$ cat config.mk
export PLATFORM = sky130hd
export DESIGN_NAME = debouncer_bank
export DESIGN_NICKNAME = d
export VERILOG_FILES = /design/src/rtl/debouncer_bank.sv
export SDC_FILE = /design/constraint.sdc
export NUM_CORES = 1
export LEC_CHECK = 0
export ABC_AREA = 1
export ABC_CLOCK_PERIOD_IN_PS = 1300
export CAP_MARGIN = 25
export CELL_PAD_IN_SITES_DETAIL_PLACEMENT = 1
export CELL_PAD_IN_SITES_GLOBAL_PLACEMENT = 1
export CORE_MARGIN = 5
export CORE_UTILIZATION = 40
export DETAILED_ROUTE_END_ITERATION = 10
export PLACE_DENSITY_LB_ADDON = 0.12
export SLEW_MARGIN = 20
export SYNTH_ARGS = -nofsm -noshare
export SYNTH_HDL_FRONTEND = slang
export SYNTH_SLANG_ARGS = --single-unit
$ cat constraint.sdc
create_clock -name clk -period 1.3 [get_ports clk]
set_input_delay 0.26 -clock clk [delete_from_list [all_inputs] [get_ports clk]]
set_output_delay 0.26 -clock clk [all_outputs]
set_load 0.1 [all_outputs]
$ cat src/rtl/debouncer_bank.sv
// N-channel switch/button debouncer: one shared prescaler tick, per-channel 2-FF
// synchroniser, stability counter, clean level, press/release pulses and long-press hold pulse.
module debouncer_bank #(
    parameter int                  CHANNELS     = 4,
    parameter int                  TICK_DIV     = 50000,
    parameter int                  STABLE_TICKS = 20,
    parameter int                  HOLD_TICKS   = 1000,
    parameter logic [CHANNELS-1:0] INVERT       = '0
) (
    input  logic                clk,
    input  logic                reset,
    input  logic                en,
    input  logic [CHANNELS-1:0] noisy,
    output logic [CHANNELS-1:0] clean,
    output logic [CHANNELS-1:0] rise,
    output logic [CHANNELS-1:0] fall,
    output logic [CHANNELS-1:0] hold,
    output logic                tick
);

    localparam int PW = (TICK_DIV > 1) ? $clog2(TICK_DIV) : 1;
    localparam int SW = $clog2(STABLE_TICKS + 1);
    localparam logic [PW-1:0] PRE_LAST  = PW'(TICK_DIV - 1);
    localparam logic [SW-1:0] STAB_LAST = SW'(STABLE_TICKS - 1);

    logic [PW-1:0]       r_pre_cnt;
    logic                r_tick;
    logic                w_step;
    logic [CHANNELS-1:0] r_sync1;
    logic [CHANNELS-1:0] r_sync2;

    // Prescaler and tick both freeze while en=0, so a pause shifts every
    // later tick by exactly the paused cycles instead of dropping one.
    // NOTE: sequential state uses non-blocking assignments so every register
    // samples pre-edge values, independent of block ordering.
    always_ff @(posedge clk or negedge reset) begin
        if (!reset) begin
            r_pre_cnt <= '0;
            r_tick    <= 1'b0;
        end else if (en) begin
            if (r_pre_cnt == PRE_LAST) begin
                r_pre_cnt <= '0;
                r_tick    <= 1'b1;
            end else begin
                r_pre_cnt <= r_pre_cnt + PW'(1);
                r_tick    <= 1'b0;
            end
        end
    end

    assign w_step = r_tick & en;
    assign tick   = w_step;

    always_ff @(posedge clk or negedge reset) begin
        if (!reset) begin
            r_sync1 <= '0;
            r_sync2 <= '0;
        end else begin
            r_sync1 <= noisy ^ INVERT;
            r_sync2 <= r_sync1;
        end
    end

    for (genvar i = 0; i < CHANNELS; i++) begin : gen_ch
        logic [SW-1:0] r_stab_cnt;
        logic          r_clean_ch;
        logic          r_rise_ch;
        logic          r_fall_ch;

        // Any sample agreeing with clean restarts the count: this is the glitch reject.
        always_ff @(posedge clk or negedge reset) begin
            if (!reset) begin
                r_stab_cnt <= '0;
                r_clean_ch <= 1'b0;
                r_rise_ch  <= 1'b0;
                r_fall_ch  <= 1'b0;
            end else begin
                r_rise_ch <= 1'b0;
                r_fall_ch <= 1'b0;
                if (r_sync2[i] == r_clean_ch) begin
                    r_stab_cnt <= '0;
                end else if (w_step) begin
                    if (r_stab_cnt == STAB_LAST) begin
                        r_stab_cnt <= '0;
                        r_clean_ch <= r_sync2[i];
                        r_rise_ch  <= r_sync2[i];
                        r_fall_ch  <= ~r_sync2[i];
                    end else begin
                        r_stab_cnt <= r_stab_cnt + SW'(1);
                    end
                end
            end
        end

        assign clean[i] = r_clean_ch;
        assign rise[i]  = r_rise_ch;
        assign fall[i]  = r_fall_ch;

        if (HOLD_TICKS > 0) begin : gen_hold
            localparam int HW = $clog2(HOLD_TICKS + 1);
            localparam logic [HW-1:0] HOLD_MAX = HW'(HOLD_TICKS);
            localparam logic [HW-1:0] HOLD_PRE = HW'(HOLD_TICKS - 1);

            logic [HW-1:0] r_hold_cnt;
            logic          r_hold_ch;

            // Saturating at HOLD_MAX gives one pulse per press; release re-arms it.
            always_ff @(posedge clk or negedge reset) begin
                if (!reset) begin
                    r_hold_cnt <= '0;
                    r_hold_ch  <= 1'b0;
                end else begin
                    r_hold_ch <= 1'b0;
                    if (!r_clean_ch) begin
                        r_hold_cnt <= '0;
                    end else if (w_step && (r_hold_cnt != HOLD_MAX)) begin
                        r_hold_cnt <= r_hold_cnt + HW'(1);
                        r_hold_ch  <= (r_hold_cnt == HOLD_PRE);
                    end
                end
            end

            assign hold[i] = r_hold_ch;
        end else begin : gen_no_hold
            assign hold[i] = 1'b0;
        end
    end

endmodule

==> flow_summary_export.csv <==
group,metric,value,unit
run_status,status,"finished with violations",
run_status,violations,"setup timing",
setup_path,cp.required,1.60,ns
power_and_ir_drop,ir_worst_vdd,1.10,mV
synthesis,ys_ff_latch,101,
cells_and_area,fin_area,8320,sq um
synthesis,ys_types,32,
timing,setup_violations,62,
synthesis,ys_warn_count,0,
cells_and_area,antennaDiodeCount,0,
timing,drv_slew,0,
cells_and_area,drive_gt1_frac,0.419,
drt,wl,18.8,mm
clock_network,cts_buffers,9,
floorplanning,initial_core_util,0.412,
floorplanning,fp-row-count,42,
synthesis,synth_area_leaders,"dfrtp_1 46%, nand2_1 13%, nand3_1 6.6%, inv_1 5.9%, nor2_1 4.7%",
timing,timing.final.ws_setup,-0.205,ns
synthesis,syn_avg_cell_area,7.77,sq um
setup_path,crit_fanout,3,
cells_and_area,final_net_count,871,
setup_path,cp-end-kind,"flop",
floorplanning,fp.dieH,127,um
power_and_ir_drop,pwr-share-seq,0.464,
floorplanning,io_pins,24,
power_and_ir_drop,internal-power,5.49,mW
place,finalWeightedCongestion,0.847,
timing,slew_headroom,0.776,
place,dpl_cell_area,6620,sq um
power_and_ir_drop,p_comb_frac,0.109,
setup_path,path_cells,"buf_6, ha_4, nand2_2, inv_2, buf_4, nor3_1, nand2_2, nand2_1",
drt,wire_per_inst,18.2,um
setup_path,critPathSlowestCell,"dfrtp_1",
drt,ant_nets,0,
setup_path,crit_family,"simple AND/OR/NAND/NOR gates",
place,portBuffers,23,
global_routing,busiest_layer,"met2",
setup_path,critPathMaxStageDelay,0.42,ns
hold_path,hp-class,"in -> async",
drt,drtPass1Iterations,4,
timing,fmax,0.664,GHz
setup_path,path_common_cell,"nand2_2",
clock_network,cts_root_buf,"clkbuf_16",
timing,worstMarginPinSlew,0.333,ns
global_routing,grt_first_pass_wirelength,27.7,mm
synthesis,yosys-top-cells-count,"194 x nand2_1, 101 x dfrtp_1, 86 x inv_1",
synthesis,synth_area,5490,sq um
synthesis,syn_inst,707,
synthesis,ys_seq_area_frac,0.460,
floorplanning,core,13300,sq um
power_and_ir_drop,p_clk_frac,0.427,
power_and_ir_drop,p_leak,4.00,nW
global_routing,grtUsageMet1,0.244,
drt,vias,5411,
synthesis,synth_top_cell_by_area,"dfrtp_1",
power_and_ir_drop,swShare,0.258,
drt,post-route-drc-count,0,
clock_network,clkLatencyLatePin,0.36,ns
global_routing,gr-usage-met3,0.0472,
timing,hold_ws,0.319,ns
clock_network,cts.path.max_buffers,2,
timing,fin_crit_sh,1.16,
power_and_ir_drop,p_per_area,889,nW/um^2
setup_path,cp.arrival,1.81,ns
synthesis,syn-num-nets,727,
setup_path,crit_type,"reg -> reg",
global_routing,first_global_vias,5872,
floorplanning,die_w,127,um
timing,hold_viol,0,
global_routing,globalRoute.totalOverflow,0,
job,maxCapViolCount,0,
synthesis,synth_top_flop_cell,"dfrtp_1",
cells_and_area,num-fill-cells,1528,
floorplanning,dieArea,16200,sq um
timing,rsz0062_at_grt,"true",
synthesis,yosysMostFrequentCell,"nand2_1",
clock_network,cts.sinks,101,
cells_and_area,register_area,2540,sq um
timing,fin_skew,0.00905,ns
drt,drtIter0Drc,249,
global_routing,track_usage,0.211,
cells_and_area,area_delta_synth_final,51.5,%
global_routing,grt_util_met2,0.387,
clock_network,cts.clk_slew.worst_paths,0.07,ns
place,dp.final_hpwl,10.6,mm
setup_path,crit_path_start_kind,"flop",
setup_path,crit_buf_inv,3,
global_routing,grt_start_max_net_pins,46,
clock_network,cts.htree.levels,3,
global_routing,antenna_found_initial,0,
drt,via_per_inst,5.24,
synthesis,synth_top_cell_area_share,0.460,
synthesis,synth-async-reset-ratio,1.00,
cells_and_area,multi_input_area,3250,sq um
power_and_ir_drop,switching_power,1.91,mW
timing,layout_min_cycle_time,1.51,ns
clock_network,cts_tree,"done",
synthesis,synth-edff-count,0,
worst register-to-register path, delay by kind of cell, from the launching register on:
kind	cells	cell delay (ns)
simple gates	4	0.53
fa+ha+maj	1	0.16
flops	1	0.42
buf+inv	3	0.34
worst paths after layout:
| check | start | to | slack [ns] | depth (start not counted) |
|---|---|---|---|---|
| setup / recovery | gen_ch[3].gen_hold.r_hold_cnt[1] | gen_ch[3].gen_hold.r_hold_cnt[2] | -0.21 | 8 |
| hold / removal | reset | gen_ch[0].gen_hold.r_hold_cnt[4] | 0.32 | 2 |
| setup reg to reg | gen_ch[3].gen_hold.r_hold_cnt[1] | gen_ch[3].gen_hold.r_hold_cnt[2] | -0.21 | 8 |
| hold reg to reg | r_sync1[2] | r_sync2[2] | 0.35 | 0 |
| max in group asynchronous | reset | gen_ch[2].gen_hold.r_hold_cnt[2] | 0.43 | 3 |
| min in group clk | noisy[0] | r_sync1[0] | 0.33 | 1 |
registers in the layout, indices dropped and copies added (netlist names), 4 cells and up:
| name | cells |
|---|---|
| gen_ch.r_clean_ch | 4 |
| gen_ch.r_rise_ch | 4 |
| gen_ch.gen_hold.r_hold_cnt | 40 |
| gen_ch.r_stab_cnt | 20 |
| gen_ch.gen_hold.r_hold_ch | 4 |
| r_sync1 | 4 |
| r_sync2 | 4 |
| r_pre_cnt | 16 |
| gen_ch.r_fall_ch | 4 |
cells by family (layout without fill, tap and decap cells):
family          count (synthesis)  in the layout  synth area share
xor+xnor                       22             22            0.0351
simple gates                  406            407             0.330
buf+inv                       117            265            0.0956
fa+ha+maj                      13             13            0.0296
compound gates                 48             48            0.0499
flops                         101            101             0.460
layout by cell type (no fill, tap or decap), types with 23 or more instances in the layout:
cell type    n
buf_12      23
buf_4      102
buf_6       26
dfrtp_1     91
inv_1       61
nand2_1    138
nand2_2     40
nand3_1     55
nand4_1     37
nor2_1      42
metrics by stage:
stage | setup WS, ns | power, mW | TNS, ns | utilization | cells
floorplan | -0.0256 | 3.69 | -0.173 | - | 707
global placement | -0.374 | 3.94 | -26.82 | 0.496 | 963
detailed placement | -0.429 | 3.98 | -29.75 | 0.496 | 963
CTS | -0.130 | 7.15 | -2.62 | 0.561 | 1009
global route | -0.271 | 7.68 | -10.34 | 0.624 | 1032
finish | -0.205 | 7.40 | -5.43 | 0.624 | 1032
repair_timing:
item / in CTS / in global routing
setup buffers: 29 / 24
hold buffers: 1 / 0
cloned: 2 / 1
pin swaps: 37 / 59
hold endpoints to repair: 17 / 0
gates resized for setup: 105 / 174
endpoints found under the setup margin: 74 / 89
layer usage:
layer  vias to the layer above  part of all wire
li1                       2555                 -
met1                      2732              0.40
met2                        87              0.55
met3                        37             0.027
met4                         0             0.024
met5                         -                 0
power groups by stage:
| stage | combinational (mW) | sequential [mW] | clock (mW) |
|---|---|---|---|
| CTS | 0.558 | 3.39 | 3.20 |
| floorplan | 0.276 | 3.41 | 0 |
| finish | 0.806 | 3.43 | 3.16 |
| global placement | 0.504 | 3.43 | 0 |
| global route | 0.886 | 3.45 | 3.35 |
| detailed placement | 0.540 | 3.44 | 0 |
final cells by class:
cell class / instances / share of cell area
clock inverter: 6 / 0.0134
tap: 176 / 0.0265
multi-input combinational: 490 / 0.390
sequential: 101 / 0.305
timing repair buffer: 158 / 0.190
clock buffer: 10 / 0.0275
inverter: 91 / 0.0472
Note: power is estimated with default switching activity, not from simulation.
